File: config.mk
export PLATFORM = sky130hd
export DESIGN_NAME = cmp_pulse_meter
export DESIGN_NICKNAME = d
export VERILOG_FILES = /design/src/rtl/cmp_meas_pkg.sv /design/src/rtl/meas_fifo.sv /design/src/rtl/cmp_pulse_meter.sv
export SDC_FILE = /design/constraint.sdc
export NUM_CORES = 1
export LEC_CHECK = 0
export CAP_MARGIN = 5
export CORE_ASPECT_RATIO = 0.7
export CORE_MARGIN = 5
export CORE_UTILIZATION = 42
export CTS_CLUSTER_SIZE = 40
export DETAILED_ROUTE_END_ITERATION = 10
export PLACE_DENSITY_LB_ADDON = 0.12
export SLEW_MARGIN = 15
export SYNTH_ARGS = -nofsm -noshare
export SYNTH_HDL_FRONTEND = slang
export SYNTH_SLANG_ARGS = --single-unit
export TNS_END_PERCENT = 10
File: constraint.sdc
create_clock -name clk -period 3.68 [get_ports clk]
set_input_delay 0.736 -clock clk [delete_from_list [all_inputs] [get_ports clk]]
set_output_delay 0.736 -clock clk [all_outputs]
set_load 0.01 [all_outputs]
File: src/rtl/cmp_meas_pkg.sv
// rtl/cmp_meas_pkg.sv - shared state type and entry layout helpers for the pulse meter
package cmp_meas_pkg;

  // Measurement sequencer states
  typedef enum logic [1:0] {
    IDLE    = 2'd0,
    ARMED   = 2'd1,
    MEASURE = 2'd2
  } meas_state_e;

  localparam int DEF_CNT_W = 16;

  // An entry is the duration field with the interval level stacked on top
  function automatic int entry_w(input int cnt_w);
    return cnt_w + 1;
  endfunction

  // Bit position of the interval level inside an entry
  function automatic int lvl_bit(input int cnt_w);
    return cnt_w;
  endfunction

endpackage

File: src/rtl/meas_fifo.sv
// rtl/meas_fifo.sv - synchronous measurement FIFO with a registered head entry
module meas_fifo #(
  parameter int WIDTH = 17,
  parameter int DEPTH = 8
) (
  input  logic             clk,
  input  logic             rst_n,
  input  logic             push,
  input  logic [WIDTH-1:0] push_data,
  input  logic             pop,
  output logic             full,
  output logic             empty,
  output logic [WIDTH-1:0] head
);

  localparam int AW = $clog2(DEPTH);

  logic [WIDTH-1:0] mem_q [DEPTH];
  logic [AW-1:0]    wr_ptr_q, wr_ptr_d;
  logic [AW-1:0]    rd_ptr_q, rd_ptr_d;
  logic [AW-1:0]    rd_next;
  logic [AW:0]      count_q, count_d;
  logic [WIDTH-1:0] head_q, head_d;
  logic             do_pop, do_push;

  // Pointer/count bookkeeping; a push into a full FIFO is taken only when a pop frees the slot
  always_comb begin
    full     = (count_q == (AW+1)'(DEPTH));
    empty    = (count_q == '0);
    do_pop   = pop & ~empty;
    do_push  = push & (~full | do_pop);
    rd_next  = rd_ptr_q + 1'b1;
    wr_ptr_d = do_push ? wr_ptr_q + 1'b1 : wr_ptr_q;
    rd_ptr_d = do_pop ? rd_next : rd_ptr_q;
    count_d  = count_q + {{AW{1'b0}}, do_push} - {{AW{1'b0}}, do_pop};
    // The head must hold the oldest live entry right after the edge, including the
    // case where the incoming entry becomes the only one
    head_d   = head_q;
    if (do_push && (empty || (do_pop && count_q == (AW+1)'(1)))) begin
      head_d = push_data;
    end else if (do_pop && count_q > (AW+1)'(1)) begin
      head_d = mem_q[rd_next];
    end
  end

  // Entry storage; contents need no reset because the count gates visibility
  always_ff @(posedge clk) begin
    if (do_push) begin
      mem_q[wr_ptr_q] <= push_data;
    end
  end

  // Control and head registers
  always_ff @(posedge clk) begin
    if (!rst_n) begin
      wr_ptr_q <= '0;
      rd_ptr_q <= '0;
      count_q  <= '0;
      head_q   <= '0;
    end else begin
      wr_ptr_q <= wr_ptr_d;
      rd_ptr_q <= rd_ptr_d;
      count_q  <= count_d;
      head_q   <= head_d;
    end
  end

  assign head = head_q;

endmodule

File: src/rtl/cmp_pulse_meter.sv
// rtl/cmp_pulse_meter.sv - comparator synchroniser, glitch filter and interval duration meter
module cmp_pulse_meter
  import cmp_meas_pkg::*;
#(
  parameter int FILT_LEN   = 4,
  parameter int CNT_W      = DEF_CNT_W,
  parameter int FIFO_DEPTH = 8
) (
  input  logic             clk,
  input  logic             rst_n,
  input  logic             cmp_in,
  input  logic             enable,
  input  logic             clr_ovf,
  output logic             level_o,
  output logic             m_valid,
  input  logic             m_ready,
  output logic [CNT_W:0]   m_data,
  output logic             ovf
);

  localparam int ENTRY_W = entry_w(CNT_W);
  localparam int LVL_BIT = lvl_bit(CNT_W);
  localparam int RUN_W   = (FILT_LEN > 1) ? $clog2(FILT_LEN) : 1;

  logic               sync1_q, sync1_d;
  logic               sync2_q, sync2_d;
  logic [RUN_W-1:0]   run_q, run_d;
  logic               level_q, level_d;
  logic               edge_det;
  meas_state_e        state_q, state_d;
  logic [CNT_W-1:0]   count_q, count_d;
  logic               ovf_q, ovf_d;
  logic               push;
  logic [ENTRY_W-1:0] push_data;
  logic               fifo_full, fifo_empty, pop;
  logic [ENTRY_W-1:0] fifo_head;

  // Synchroniser, run-length glitch filter and measurement sequencer next state
  always_comb begin
    sync1_d  = cmp_in;
    sync2_d  = sync1_q;
    run_d    = '0;
    level_d  = level_q;
    edge_det = 1'b0;
    if (sync2_q != level_q) begin
      if (run_q == RUN_W'(FILT_LEN - 1)) begin
        level_d  = ~level_q;
        edge_det = 1'b1;
      end else begin
        run_d = run_q + 1'b1;
      end
    end

    state_d = state_q;
    count_d = count_q;
    push    = 1'b0;
    case (state_q)
      IDLE: begin
        count_d = '0;
        if (enable) state_d = ARMED;
      end
      // The interval in progress at arm time has an unknown start, so it is dropped
      ARMED: begin
        if (edge_det) begin
          count_d = CNT_W'(1);
          state_d = MEASURE;
        end
      end
      MEASURE: begin
        if (edge_det) begin
          push    = 1'b1;
          count_d = CNT_W'(1);
        end else if (count_q != '1) begin
          count_d = count_q + 1'b1;
        end
      end
      default: state_d = IDLE;
    endcase
    if (!enable) begin
      state_d = IDLE;
      count_d = '0;
      push    = 1'b0;
    end

    push_data          = '0;
    push_data[LVL_BIT] = level_q;
    push_data[CNT_W-1:0] = count_q;
  end

  // Sticky drop flag; a drop in the same cycle as a clear must still be reported
  always_comb begin
    ovf_d = ovf_q;
    if (clr_ovf) ovf_d = 1'b0;
    if (push && fifo_full && !pop) ovf_d = 1'b1;
  end

  // All block state registers
  always_ff @(posedge clk) begin
    if (!rst_n) begin
      sync1_q <= 1'b0;
      sync2_q <= 1'b0;
      run_q   <= '0;
      level_q <= 1'b0;
      state_q <= IDLE;
      count_q <= '0;
      ovf_q   <= 1'b0;
    end else begin
      sync1_q <= sync1_d;
      sync2_q <= sync2_d;
      run_q   <= run_d;
      level_q <= level_d;
      state_q <= state_d;
      count_q <= count_d;
      ovf_q   <= ovf_d;
    end
  end

  assign pop = ~fifo_empty & m_ready;

  meas_fifo #(
    .WIDTH (ENTRY_W),
    .DEPTH (FIFO_DEPTH)
  ) u_fifo (
    .clk       (clk),
    .rst_n     (rst_n),
    .push      (push),
    .push_data (push_data),
    .pop       (pop),
    .full      (fifo_full),
    .empty     (fifo_empty),
    .head      (fifo_head)
  );

  assign level_o = level_q;
  assign m_valid = ~fifo_empty;
  assign m_data  = fifo_head;
  assign ovf     = ovf_q;

endmodule

==> run summary <==
Depth of the worst hold-timing path: 1. In this run the vertical extent of the chip is 123 um. Yosys attributes the largest share of cell area to sky130_fd_sc_hd__edfxtp_1, sky130_fd_sc_hd__dfxtp_1, sky130_fd_sc_hd__mux4_2. The maximum clock frequency was 365 MHz. For this design, the sink count on the clock tree is 187. The first TritonRoute pass finished after 5 iterations. Post-CTS timing repair inserted 0 buffers for setup.

The run gives 4000 ps as the required time of the critical path. The startpoint type of the worst setup path is a primary input. The repair_antennas step left the layout with diodes totalling 0. The tools report the worst-case headroom to the max-slew limit as 0.481. For this design the static power due to leakage is 2.90 nW.

The synthesized design spends more area on one cell type than any other, namely sky130_fd_sc_hd__edfxtp_1. In this run, the number of DRC markers left after iteration 0 of detailed routing was 354. The root buffer cell chosen for the clock tree is sky130_fd_sc_hd__clkbuf_16. The global routing usage on met3 is 0.0460. Setup repair after global routing left no endpoint under its margin. The critical path goes through clkdlybuf4s50_1 -> nand2_1 -> nor3_1 -> nand2_1 -> inv_1 -> ha_1 -> inv_1 -> fa_1 -> xnor2_1 -> and2_1. The initial antenna violation count was 0. After detailed routing, the number of vias per cell comes to 5.58. The post-route cell area is 0.00891 mm^2, and the portion of total power attributed to combinational logic is 0.232. The logs give 596 for the final net count and 538 for the instance count of the mapped netlist. The mean instance size in the synthesized netlist is 14.3 um^2. The routed layout has 4597 vias.

The initialized floorplan defines 41 standard-cell rows. TritonCTS built the clock tree. At the pin with the least slew margin, the transition time is 779 ps. The run finished with clean final reports. STA classifies the critical path endpoint as a flop. In this run, post-CTS hold repair placed 0 buffers.

The H-tree level count is 4. The tools report the number of hold violations in the final report as 0. Setup violations remaining at the end of the flow were counted as 0.

The total of warnings raised by yosys is 0. Global routing finished with a remaining overflow of 0. Timing analysis after detailed placement gives a worst setup slack of 515 ps. The most used flip-flop cell after synthesis is sky130_fd_sc_hd__edfxtp_1. Signed area change from the synthesized netlist to the final layout: 15.9%. The tools report the global-route usage over all layers as 0.172. The run gives 0 as the post-cts sizing count.

In this run the power density over the cells is 625 mW/mm^2. The logs give 10400 um for the post-detailed-placement half-perimeter wirelength and 559 for the post-synth net total. From left edge to right edge, the die measures 172 um. The commonest cells after synthesis are sky130_fd_sc_hd__edfxtp_1, sky130_fd_sc_hd__nand2_1, sky130_fd_sc_hd__dfxtp_1, sky130_fd_sc_hd__nand3_1, sky130_fd_sc_hd__mux4_2. Slowest stage cell on the critical path: sky130_fd_sc_hd__clkdlybuf4s50_1.

The number of input and output port buffers inserted is 25, and the shortest period the worst path allows is 2740 ps. The logs give 0.0212 mm^2 for the area of the die and 0.00151 W for the net switching power of the design. The portion of synthesized cell area occupied by the leading cell type was 0.531.

The delay of the slowest cell on the worst path was 490 ps; the logic depth of the worst path, buffers included was 10. sky130_fd_sc_hd__edfxtp_1 is the most common cell in the netlist. The class of the tightest hold or removal check is flop to flop. The clock transition at the registers of the reported paths works out to 70 ps. The run gives 7.87 ps as the clock tree skew after final layout.

The number of flops mapped to enable cells by yosys was 136. The detailed-route wire length per cell came out at 20.7 um. The post-synthesis register bit count is 187. The logs give 17 for the CTS buffer count and 0 for the count of final max-slew check failures. Setup slack closes at 937 ps.

For the arrival time of the worst setup path, the log shows 3060 ps. The number of different library cells in the post-synthesis netlist is 52. Together, buffers and inverters on the worst path number 3.

The run gives 0.340 as the power share of the clock group. The logs give 0 for the count of maximum capacitance violations and 0 ps for the total negative setup slack. For the met1 usage, the log shows 0.245. The count of nets left with antenna violations after detail routing was 0; the area of the mapped netlist was 0.00769 mm^2. The critical path is of the primary input to flop type.

The first-pass GRT wire length is 26600 um, and the share of flip-flops with an asynchronous set or reset after synthesis is 0. In the routed design, unresolved DRC markers number 0. At the later pin of the worst-skew pair, clock insertion delay measures 430 ps. At the end of routability-driven placement, the weighted congestion stood at 0.774.

After floorplanning, the core was sized to cover 0.0180 mm^2. The cell area after placement is 0.00830 mm^2. The internal power of the cells totals 0.00405 W.

Pin placement for this block handled 26 I/O pins. The share of final-layout standard cells stronger than drive strength 1 was 0.156; the worst IR drop on VDD was 274 uV. The top fanout value on the critical path came out at 7. The switching power as a share of total power is 0.272, and the share of the core filled with cells is 0.495. The starting utilization of the core area came out at 0.427. The gate family responsible for the most delay along the worst path is simple AND/OR/NAND/NOR gates. The sequential-to-total area share from yosys stat is 0.664, and the number of global-route vias before repair is 4539.

The share of the cycle needed by the critical path after routing is 0.745. Counting cells, the worst reg-to-reg path comes to 11. The layout has 1541 filler cells. The maximum number of pins on one net before global-route repair was 42. The global routing's busiest layer is met2.

The global-route track usage on met2 was 0.263; the buffer depth of the longest clock path was 2. Wires add up to 17000 um. The sequential power share was 0.428.
==> per-layer routing <==
layer	vias up	part of all wire
li1	2155	-
met1	2331	0.48
met2	95	0.46
met3	16	0.043
met4	0	0.012
met5	-	0
==> worst paths after layout <==
check	from	to	slack (ps)
max	enable	u_fifo.count_q[2]$_SDFF_PN0_	940
min	run_q[0]$_SDFF_PP0_	run_q[0]$_SDFF_PP0_	430
min reg2reg	run_q[0]$_SDFF_PP0_	run_q[0]$_SDFF_PP0_	430
max reg2reg	state_q[0]$_SDFFE_PN0P_	u_fifo.count_q[2]$_SDFF_PN0_	960
==> area by class of cell <==
cell class | instances | area (um^2) | share of cell area
Tap cell | 236 | 295 | 0.0331
Sequential cell | 187 | 5110 | 0.573
Clock buffer | 17 | 425 | 0.0477
Clock inverter | 15 | 185 | 0.0208
Inverter | 17 | 63.8 | 0.00716
Timing Repair Buffer | 43 | 385 | 0.0432
Multi-Input combinational cell | 309 | 2450 | 0.275
==> power by group through the flow <==
stage          Combinational, W  Clock, W  Sequential [W]
2_1_floorplan          0.000916         0         0.00244
3_3_place_gp            0.00130         0         0.00243
3_5_place_dp            0.00131         0         0.00243
4_1_cts                 0.00132   0.00194         0.00238
5_1_grt                 0.00143   0.00204         0.00239
6_report                0.00129   0.00189         0.00238
==> worst register-to-register path, cell delays in order (launching register included) <==
cell,delay (ps)
sky130_fd_sc_hd__dfxtp_1,330
sky130_fd_sc_hd__inv_1,110
sky130_fd_sc_hd__ha_1,300
sky130_fd_sc_hd__nand2_1,120
sky130_fd_sc_hd__nor3_1,390
sky130_fd_sc_hd__nand2_1,310
sky130_fd_sc_hd__inv_1,170
sky130_fd_sc_hd__ha_1,190
sky130_fd_sc_hd__inv_1,60
sky130_fd_sc_hd__fa_1,370
sky130_fd_sc_hd__xnor2_1,130
sky130_fd_sc_hd__and2_1,150
==> stage by stage <==
stage               std cells  total power (W)  hold WS [ps]
CTS                       824          0.00565           436
global route              824          0.00586           457
finish                    824          0.00557           430
detailed placement        792          0.00374           426
global placement          792          0.00373           418
floorplan                 538          0.00336           408
==> logic make-up after synthesis <==
group                    share of synthesized area
AO/OA/AOI/OAI                               0.0680
multiplexers                                 0.103
adder cells (fa/ha/maj)                     0.0254
buffers and inverters                       0.0216
AND/OR/NAND/NOR                              0.105
XOR/XNOR                                    0.0124
flip-flops                                   0.664
==> placed cells by master, fill, tap and decap left out, types with 10 or more instances in the layout <==
cell,count
sky130_fd_sc_hd__a21oi_1,17
sky130_fd_sc_hd__and2_1,11
sky130_fd_sc_hd__buf_4,18
sky130_fd_sc_hd__clkbuf_16,17
sky130_fd_sc_hd__clkdlybuf4s50_1,25
sky130_fd_sc_hd__dfxtp_1,50
sky130_fd_sc_hd__edfxtp_1,136
sky130_fd_sc_hd__ha_1,14
sky130_fd_sc_hd__inv_1,17
sky130_fd_sc_hd__mux4_2,34
sky130_fd_sc_hd__nand2_1,63
sky130_fd_sc_hd__nand3_1,38
sky130_fd_sc_hd__nor2_1,19
sky130_fd_sc_hd__o2111ai_1,10
sky130_fd_sc_hd__o21ai_0,16
==> registers in the layout (all words and copies together), names as in the netlist <==
signal and cells:
sync1_q 1, count_q 16, u_fifo.rd_ptr_q 3, ovf 1
u_fifo.count_q 4, run_q 2, u_fifo.wr_ptr_q 3, u_fifo.head 17
level_o 1, u_fifo.mem_q 136, sync2_q 1, state_q 2
Note: power is estimated with default switching activity, not from simulation.
